**src/rtl/fp_exception_tracker_if.sv**
```systemverilog
// Operand-issue / result bus between the FPU front end and the exception tracker.
// The master issues operand pairs and consumes bypass results; the slave is the tracker.
interface fp_exception_tracker_if #(
    parameter int EXP_W = 4,
    parameter int MAN_W = 3,
    parameter int CNT_W = 8
);
    localparam int W = 1 + EXP_W + MAN_W;

    logic             in_valid;
    logic             in_ready;
    logic [1:0]       op;
    logic [W-1:0]     in0;
    logic [W-1:0]     in1;
    logic             out_valid;
    logic             out_ready;
    logic             exc;
    logic [3:0]       flags;
    logic [W-1:0]     result;
    logic [3:0]       sticky;
    logic [CNT_W-1:0] exc_count;
    logic             clr;

    modport master (
        output in_valid, op, in0, in1, out_ready, clr,
        input  in_ready, out_valid, exc, flags, result, sticky, exc_count
    );

    modport slave (
        input  in_valid, op, in0, in1, out_ready, clr,
        output in_ready, out_valid, exc, flags, result, sticky, exc_count
    );
endinterface

```
**src/rtl/fp_exception_tracker.sv**
```systemverilog
// Registered FP exception classifier: flags special-operand cases for add/sub/mul/div,
// produces the bypass NaN/Inf result, and keeps sticky flags plus a saturating counter.
module fp_exception_tracker #(
    parameter int EXP_W = 4,
    parameter int MAN_W = 3,
    parameter int CNT_W = 8
) (
    input  logic                 clk,
    input  logic                 rst_n,
    fp_exception_tracker_if.slave bus
);
    localparam int W = 1 + EXP_W + MAN_W;
    localparam logic [W-1:0] QNAN = {1'b0, {EXP_W{1'b1}}, MAN_W'(1) << (MAN_W - 1)};

    localparam logic [1:0] OP_ADD = 2'b00;
    localparam logic [1:0] OP_SUB = 2'b01;
    localparam logic [1:0] OP_MUL = 2'b10;
    localparam logic [1:0] OP_DIV = 2'b11;

    function automatic logic exp_ones(input logic [W-1:0] x);
        return &x[MAN_W +: EXP_W];
    endfunction

    function automatic logic is_nan(input logic [W-1:0] x);
        return exp_ones(x) && (|x[MAN_W-1:0]);
    endfunction

    function automatic logic is_inf(input logic [W-1:0] x);
        return exp_ones(x) && !(|x[MAN_W-1:0]);
    endfunction

    function automatic logic is_zero(input logic [W-1:0] x);
        return !(|x[W-2:0]);
    endfunction

    function automatic logic [W-1:0] inf_val(input logic s);
        return {s, {EXP_W{1'b1}}, {MAN_W{1'b0}}};
    endfunction

    function automatic logic [CNT_W-1:0] sat_inc(input logic [CNT_W-1:0] c);
        return (&c) ? c : c + CNT_W'(1);
    endfunction

    logic             out_valid_q;
    logic [3:0]       flags_q;
    logic [W-1:0]     result_q;
    logic [3:0]       sticky_q,  sticky_d;
    logic [CNT_W-1:0] count_q,   count_d;

    logic [3:0]       flags_n;
    logic [W-1:0]     result_n;
    logic             accept;

    logic sa, sb, nan_a, nan_b, inf_a, inf_b, zero_a, zero_b, fin_nz_a;
    logic invalid;

    assign sa       = bus.in0[W-1];
    assign sb       = bus.in1[W-1];
    assign nan_a    = is_nan(bus.in0);
    assign nan_b    = is_nan(bus.in1);
    assign inf_a    = is_inf(bus.in0);
    assign inf_b    = is_inf(bus.in1);
    assign zero_a   = is_zero(bus.in0);
    assign zero_b   = is_zero(bus.in1);
    assign fin_nz_a = !exp_ones(bus.in0) && !zero_a;

    always_comb begin
        invalid = 1'b0;
        unique case (bus.op)
            OP_ADD: invalid = inf_a && inf_b && (sa != sb);
            OP_SUB: invalid = inf_a && inf_b && (sa == sb);
            OP_MUL: invalid = (zero_a && inf_b) || (inf_a && zero_b);
            OP_DIV: invalid = (zero_a && zero_b) || (inf_a && inf_b);
            default: invalid = 1'b0;
        endcase
    end

    // Priority chain: NaN input, invalid, divide-by-zero, then plain infinity.
    // A finite dividend over an infinite divisor is left to the normal datapath.
    always_comb begin
        flags_n  = '0;
        result_n = '0;
        if (nan_a || nan_b) begin
            flags_n[2] = 1'b1;
            result_n   = QNAN;
        end else if (invalid) begin
            flags_n[0] = 1'b1;
            result_n   = QNAN;
        end else if ((bus.op == OP_DIV) && fin_nz_a && zero_b) begin
            flags_n[1] = 1'b1;
            result_n   = inf_val(sa ^ sb);
        end else if (inf_a || (inf_b && (bus.op != OP_DIV))) begin
            flags_n[3] = 1'b1;
            unique case (bus.op)
                OP_ADD:  result_n = inf_val(inf_a ? sa : sb);
                OP_SUB:  result_n = inf_val(inf_a ? sa : ~sb);
                default: result_n = inf_val(sa ^ sb);
            endcase
        end
    end

    assign bus.in_ready = !out_valid_q || bus.out_ready;
    assign accept       = bus.in_valid && bus.in_ready;

    // clr wipes the accumulated state first so a simultaneous op starts a fresh history.
    always_comb begin
        sticky_d = bus.clr ? '0 : sticky_q;
        count_d  = bus.clr ? '0 : count_q;
        if (accept) begin
            sticky_d = sticky_d | flags_n;
            if (|flags_n) begin
                count_d = sat_inc(count_d);
            end
        end
    end

    always_ff @(posedge clk or negedge rst_n) begin
        if (!rst_n) begin
            out_valid_q <= 1'b0;
            flags_q     <= '0;
            result_q    <= '0;
            sticky_q    <= '0;
            count_q     <= '0;
        end else begin
            if (accept) begin
                out_valid_q <= 1'b1;
                flags_q     <= flags_n;
                result_q    <= result_n;
            end else if (bus.in_ready) begin
                out_valid_q <= 1'b0;
                flags_q     <= '0;
                result_q    <= '0;
            end
            sticky_q <= sticky_d;
            count_q  <= count_d;
        end
    end

    assign bus.out_valid = out_valid_q;
    assign bus.flags     = flags_q;
    assign bus.exc       = |flags_q;
    assign bus.result    = result_q;
    assign bus.sticky    = sticky_q;
    assign bus.exc_count = count_q;
endmodule

```
**src/flat_wrapper.sv**
```systemverilog
// flat-port wrapper written by rule: the top's interface ports become plain ports
module fp_exception_tracker_flat 
#(
    parameter int EXP_W = 4,
    parameter int MAN_W = 3,
    parameter int CNT_W = 8
)
  (clk, rst_n, bus_in_valid, bus_op, bus_in0, bus_in1, bus_out_ready, bus_clr, bus_in_ready, bus_out_valid, bus_exc, bus_flags, bus_result, bus_sticky, bus_exc_count);
  fp_exception_tracker_if #(.EXP_W(EXP_W), .MAN_W(MAN_W), .CNT_W(CNT_W)) bus_i ();
  input  logic clk;
  input  logic rst_n;
  input wire logic [$bits(bus_i.in_valid)-1:0] bus_in_valid;
  input wire logic [$bits(bus_i.op)-1:0] bus_op;
  input wire logic [$bits(bus_i.in0)-1:0] bus_in0;
  input wire logic [$bits(bus_i.in1)-1:0] bus_in1;
  input wire logic [$bits(bus_i.out_ready)-1:0] bus_out_ready;
  input wire logic [$bits(bus_i.clr)-1:0] bus_clr;
  output wire logic [$bits(bus_i.in_ready)-1:0] bus_in_ready;
  output wire logic [$bits(bus_i.out_valid)-1:0] bus_out_valid;
  output wire logic [$bits(bus_i.exc)-1:0] bus_exc;
  output wire logic [$bits(bus_i.flags)-1:0] bus_flags;
  output wire logic [$bits(bus_i.result)-1:0] bus_result;
  output wire logic [$bits(bus_i.sticky)-1:0] bus_sticky;
  output wire logic [$bits(bus_i.exc_count)-1:0] bus_exc_count;
  assign bus_i.in_valid = bus_in_valid;
  assign bus_i.op = bus_op;
  assign bus_i.in0 = bus_in0;
  assign bus_i.in1 = bus_in1;
  assign bus_i.out_ready = bus_out_ready;
  assign bus_i.clr = bus_clr;
  assign bus_in_ready = bus_i.in_ready;
  assign bus_out_valid = bus_i.out_valid;
  assign bus_exc = bus_i.exc;
  assign bus_flags = bus_i.flags;
  assign bus_result = bus_i.result;
  assign bus_sticky = bus_i.sticky;
  assign bus_exc_count = bus_i.exc_count;
  fp_exception_tracker #(.EXP_W(EXP_W), .MAN_W(MAN_W), .CNT_W(CNT_W)) u_core (.clk(clk), .rst_n(rst_n), .bus(bus_i));
endmodule
```
**config.mk**
```make
export PLATFORM = sky130hd
export DESIGN_NAME = fp_exception_tracker_flat
export DESIGN_NICKNAME = d
export VERILOG_FILES = /design/src/rtl/fp_exception_tracker_if.sv /design/src/rtl/fp_exception_tracker.sv /design/src/flat_wrapper.sv
export SDC_FILE = /design/constraint.sdc
export NUM_CORES = 1
export LEC_CHECK = 0
export ABC_CLOCK_PERIOD_IN_PS = 2100
export CAP_MARGIN = 20
export CORE_ASPECT_RATIO = 1.1
export CORE_MARGIN = 2
export CORE_UTILIZATION = 43
export CTS_CLUSTER_DIAMETER = 30
export DETAILED_ROUTE_END_ITERATION = 10
export HOLD_SLACK_MARGIN = 0.02
export PLACE_DENSITY_LB_ADDON = 0.08
export REMOVE_ABC_BUFFERS = 1
export SYNTH_ARGS = -nofsm -noshare
export SYNTH_HDL_FRONTEND = slang
export SYNTH_SLANG_ARGS = --single-unit
```
**constraint.sdc**
```tcl
create_clock -name clk -period 2.1 [get_ports clk]
set_input_delay 0.42 -clock clk [delete_from_list [all_inputs] [get_ports clk]]
set_output_delay 0.42 -clock clk [all_outputs]
set_load 0.01 [all_outputs]
```
==> impl_metrics.yaml <==
power:
  p_sw_uw: 212
  p_per_area_nw_per_um2: 430
  irDropWorstVdd_v: 0.000452
  seqPwrFrac_pct: 44.6
  switching_share_pct: 23.9
  finalPower_uw: 887
  clockPowerShare_pct: 36.1
  pwr-share-comb_pct: 19.3
  p_int_uw: 675
  leakage_nw: 0.955
cells_and_area:
  nets: 231
  fillers: 218
  drive_above_1_share_pct: 35.0
  postLayoutCellArea_sq_um: 2060
  antenna_cells: 0
  areaGrowthSynthToFinish_pct: 60.4
die:
  die_h_um: 61.3
  die_w_um: 56.1
  fp-row-count: 20
  fp.dieArea_sq_um: 3440
  core-area_sq_um: 2800
  ios: 50
  start_util_pct: 45.8
yosys:
  yosysTopAreaCell: "dfrtp_1"
  syn-cell-area_sq_um: 1280
  synth_cell_types: 54
  yosysWarnings: 0
  netlist_instances: 132
  synth_top_area_share_pct: 38.9
  ys_seq_area_share_pct: 38.9
  ys_ff_latch: 20
  synth_area_leaders: "dfrtp_1, nand2_1, o21ai_0, buf_4, nor4_1"
  avgSynthCellArea_sq_um: 9.73
worst_hold_path:
  min_path_type: "in -> async"
grt:
  grt_usage_pct: 21.8
  grt_max_degree: 21
  grt_pass1_wl_um: 5870
  overflow: 0
  antenna_found_initial: 0
  grt_pass1_vias: 1331
detailed_routing:
  via_count: 1327
  viasPerCell: 5.55
  routedWlPerCell_um: 14.7
  postRouteAntennaNets: 0
  wirelength_um: 3510
  drt-pass1-iter-count: 4
  post-route-drc-count: 0
  drtIter0Drc: 32
run_status:
  status: "complete, but fails checks"
  violations: "setup timing"
setup_path:
  worstPathRequired_ps: 2330
  rrSetupSlack_ps: 130
  worstPathMaxFanout: 7
  worstSetupPathType: "in -> reg"
  cp.arrival_ps: 2340
  worstSetupStartpointType: "input pin"
  reg2reg_depth: 8
  end_kind: "flop"
timing:
  postLayoutSetupSlackWorst_ps: -15.0
  tns_ps: -15.0
  finalCritPeriodShare_pct: 101
  finalClockSkew_ps: 3.65
  max_freq_mhz: 473
  drv_slew: 0
  timing.hold.ws_ps: 440
  hold_viol_final: 0
  final.min_clock_period_ps: 2110
  setup_violations: 1
  rsz0062_at_grt: "true"
cts:
  cts_tree: "built"
  clockBufferDepth: 2
  postCtsHoldBufs: 0
  path_clk_slew_ps: 120
  cts_buffers: 3
  htreeDepth: 1
  cts_root_buf: "clkbuf_4"
  cts.sinks: 20
  insertion_delay_ps: 310
placement:
  place_ws_ps: -689
  place_area_sq_um: 1950
  hpwl_um: 2730
  port_buffers: 47
  gp_congestion: 0.885
flow_run:
  maxCapViolCount: 0
## power groups by stage
stage | clock network [mW] | logic, mW | registers, mW
after floorplan | 0 | 0.0530 | 0.407
after global placement | 0 | 0.171 | 0.403
after detailed placement | 0 | 0.175 | 0.404
after CTS | 0.324 | 0.168 | 0.396
after global routing | 0.341 | 0.186 | 0.396
final | 0.320 | 0.171 | 0.395
## critical path, cell delays in order
cell	delay [ps]
clkdlybuf4s15_1	190
or4b_4	550
buf_6	140
o41ai_4	370
buf_4	190
o31a_4	180
a41oi_2	120
a211oi_2	180
## worst paths after layout
path                                                     end                         startpoint
setup / recovery           u_core.bus.exc_count[6]$_DFF_PN0_                         bus_in1[0]
hold / removal                u_core.bus.sticky[3]$_DFF_PN0_                              rst_n
setup reg to reg           u_core.bus.exc_count[1]$_DFF_PN0_  u_core.bus.exc_count[0]$_DFF_PN0_
hold reg to reg               u_core.bus.sticky[3]$_DFF_PN0_     u_core.bus.sticky[3]$_DFF_PN0_
max in group asynchronous  u_core.bus.exc_count[1]$_DFF_PN0_                              rst_n
min in group clk              u_core.bus.sticky[3]$_DFF_PN0_     u_core.bus.sticky[3]$_DFF_PN0_
## synthesized netlist by cell type (all sizes together)
cell     instances
a211oi           1
a21bo            1
a21o             3
a21oi            6
a2bb2oi          1
a31oi            3
a41o             1
a41oi            1
and2             2
and2b            1
and3             2
and4             1
buf              6
clkbuf           2
conb             1
dfrtp           20
ha               1
inv              4
mux2             1
nand2           12
nand2b           2
nand3            3
nand4            3
nand4b           1
nor2             5
nor2b            4
nor3             6
nor4             5
o211a            1
o21a             1
o21ai            8
o22a             2
o2bb2ai          2
o311ai           1
o31a             1
o32a             1
o41ai            2
or2              1
or3              5
or4              3
or4b             2
xnor2            2
xor2             1
## stage by stage
step	utilization, %	std cells
finish	73.5	239
global route	73.5	239
CTS	71.7	237
detailed placement	69.4	232
global placement	69.4	232
floorplan	-	125
## routing by layer
metal | up-vias | GRT usage [%] | share of wire [%]
met5 | - | 0 | 0
met4 | 0 | 5.78 | 1.3
met3 | 6 | 3.57 | 4.2
met2 | 38 | 42.9 | 55
met1 | 635 | 24.9 | 40
li1 | 648 | - | -
## cells by family (layout without fill, tap and decap cells)
logic type	Yosys count	count (layout)	share of synthesized area [%]
buffers and inverters	12	85	5.65
muxes	1	1	0.876
other	1	2	0.292
AOI/OAI and AO/OA	36	36	23.5
adders and majority gates	1	1	0.974
and+or+nand+nor	58	58	27.8
DFF	20	20	38.9
xor gates and xnor gates	3	3	2.05
## flip-flops by register name, summed over array words and instances, names as in the netlist
signal	count
u_core.bus.exc_count	8
u_core.bus.flags	4
u_core.bus.sticky	4
u_core.bus.result	3
u_core.bus.out_valid	1
## placed cells by master, fill, tap and decap left out, drive strengths merged, types with 3 or more instances in the layout
cell,count
buf,35
clkdlybuf4s50,27
dfrtp,20
nand2,12
dlygate4sd2,10
o21ai,8
a21oi,6
nor3,6
nor2,5
nor4,5
or3,5
inv,4
clkdlybuf4s15,4
clkbuf,4
nor2b,4
nand4,3
a31oi,3
or4,3
nand3,3
a21o,3
## final cells by class
cell class	count	area [sq um]	share of cell area [%]
clock buffer	3	22.5	1.09
clock inverter	1	30.0	1.46
timing repair buffer	77	657	31.9
inverter	4	15.0	0.729
sequential	20	500	24.3
tap	33	41.3	2.00
multi-input combinational	101	795	38.6
## repair_timing
action | in CTS | in global routing
resized for setup | 49 | 10
endpoints found under the setup margin | 16 | 6
pin swaps | 12 | 2
endpoints found under the hold margin | 0 | 0
setup buffers | 1 | 2
(Power assumes the default switching activity.)
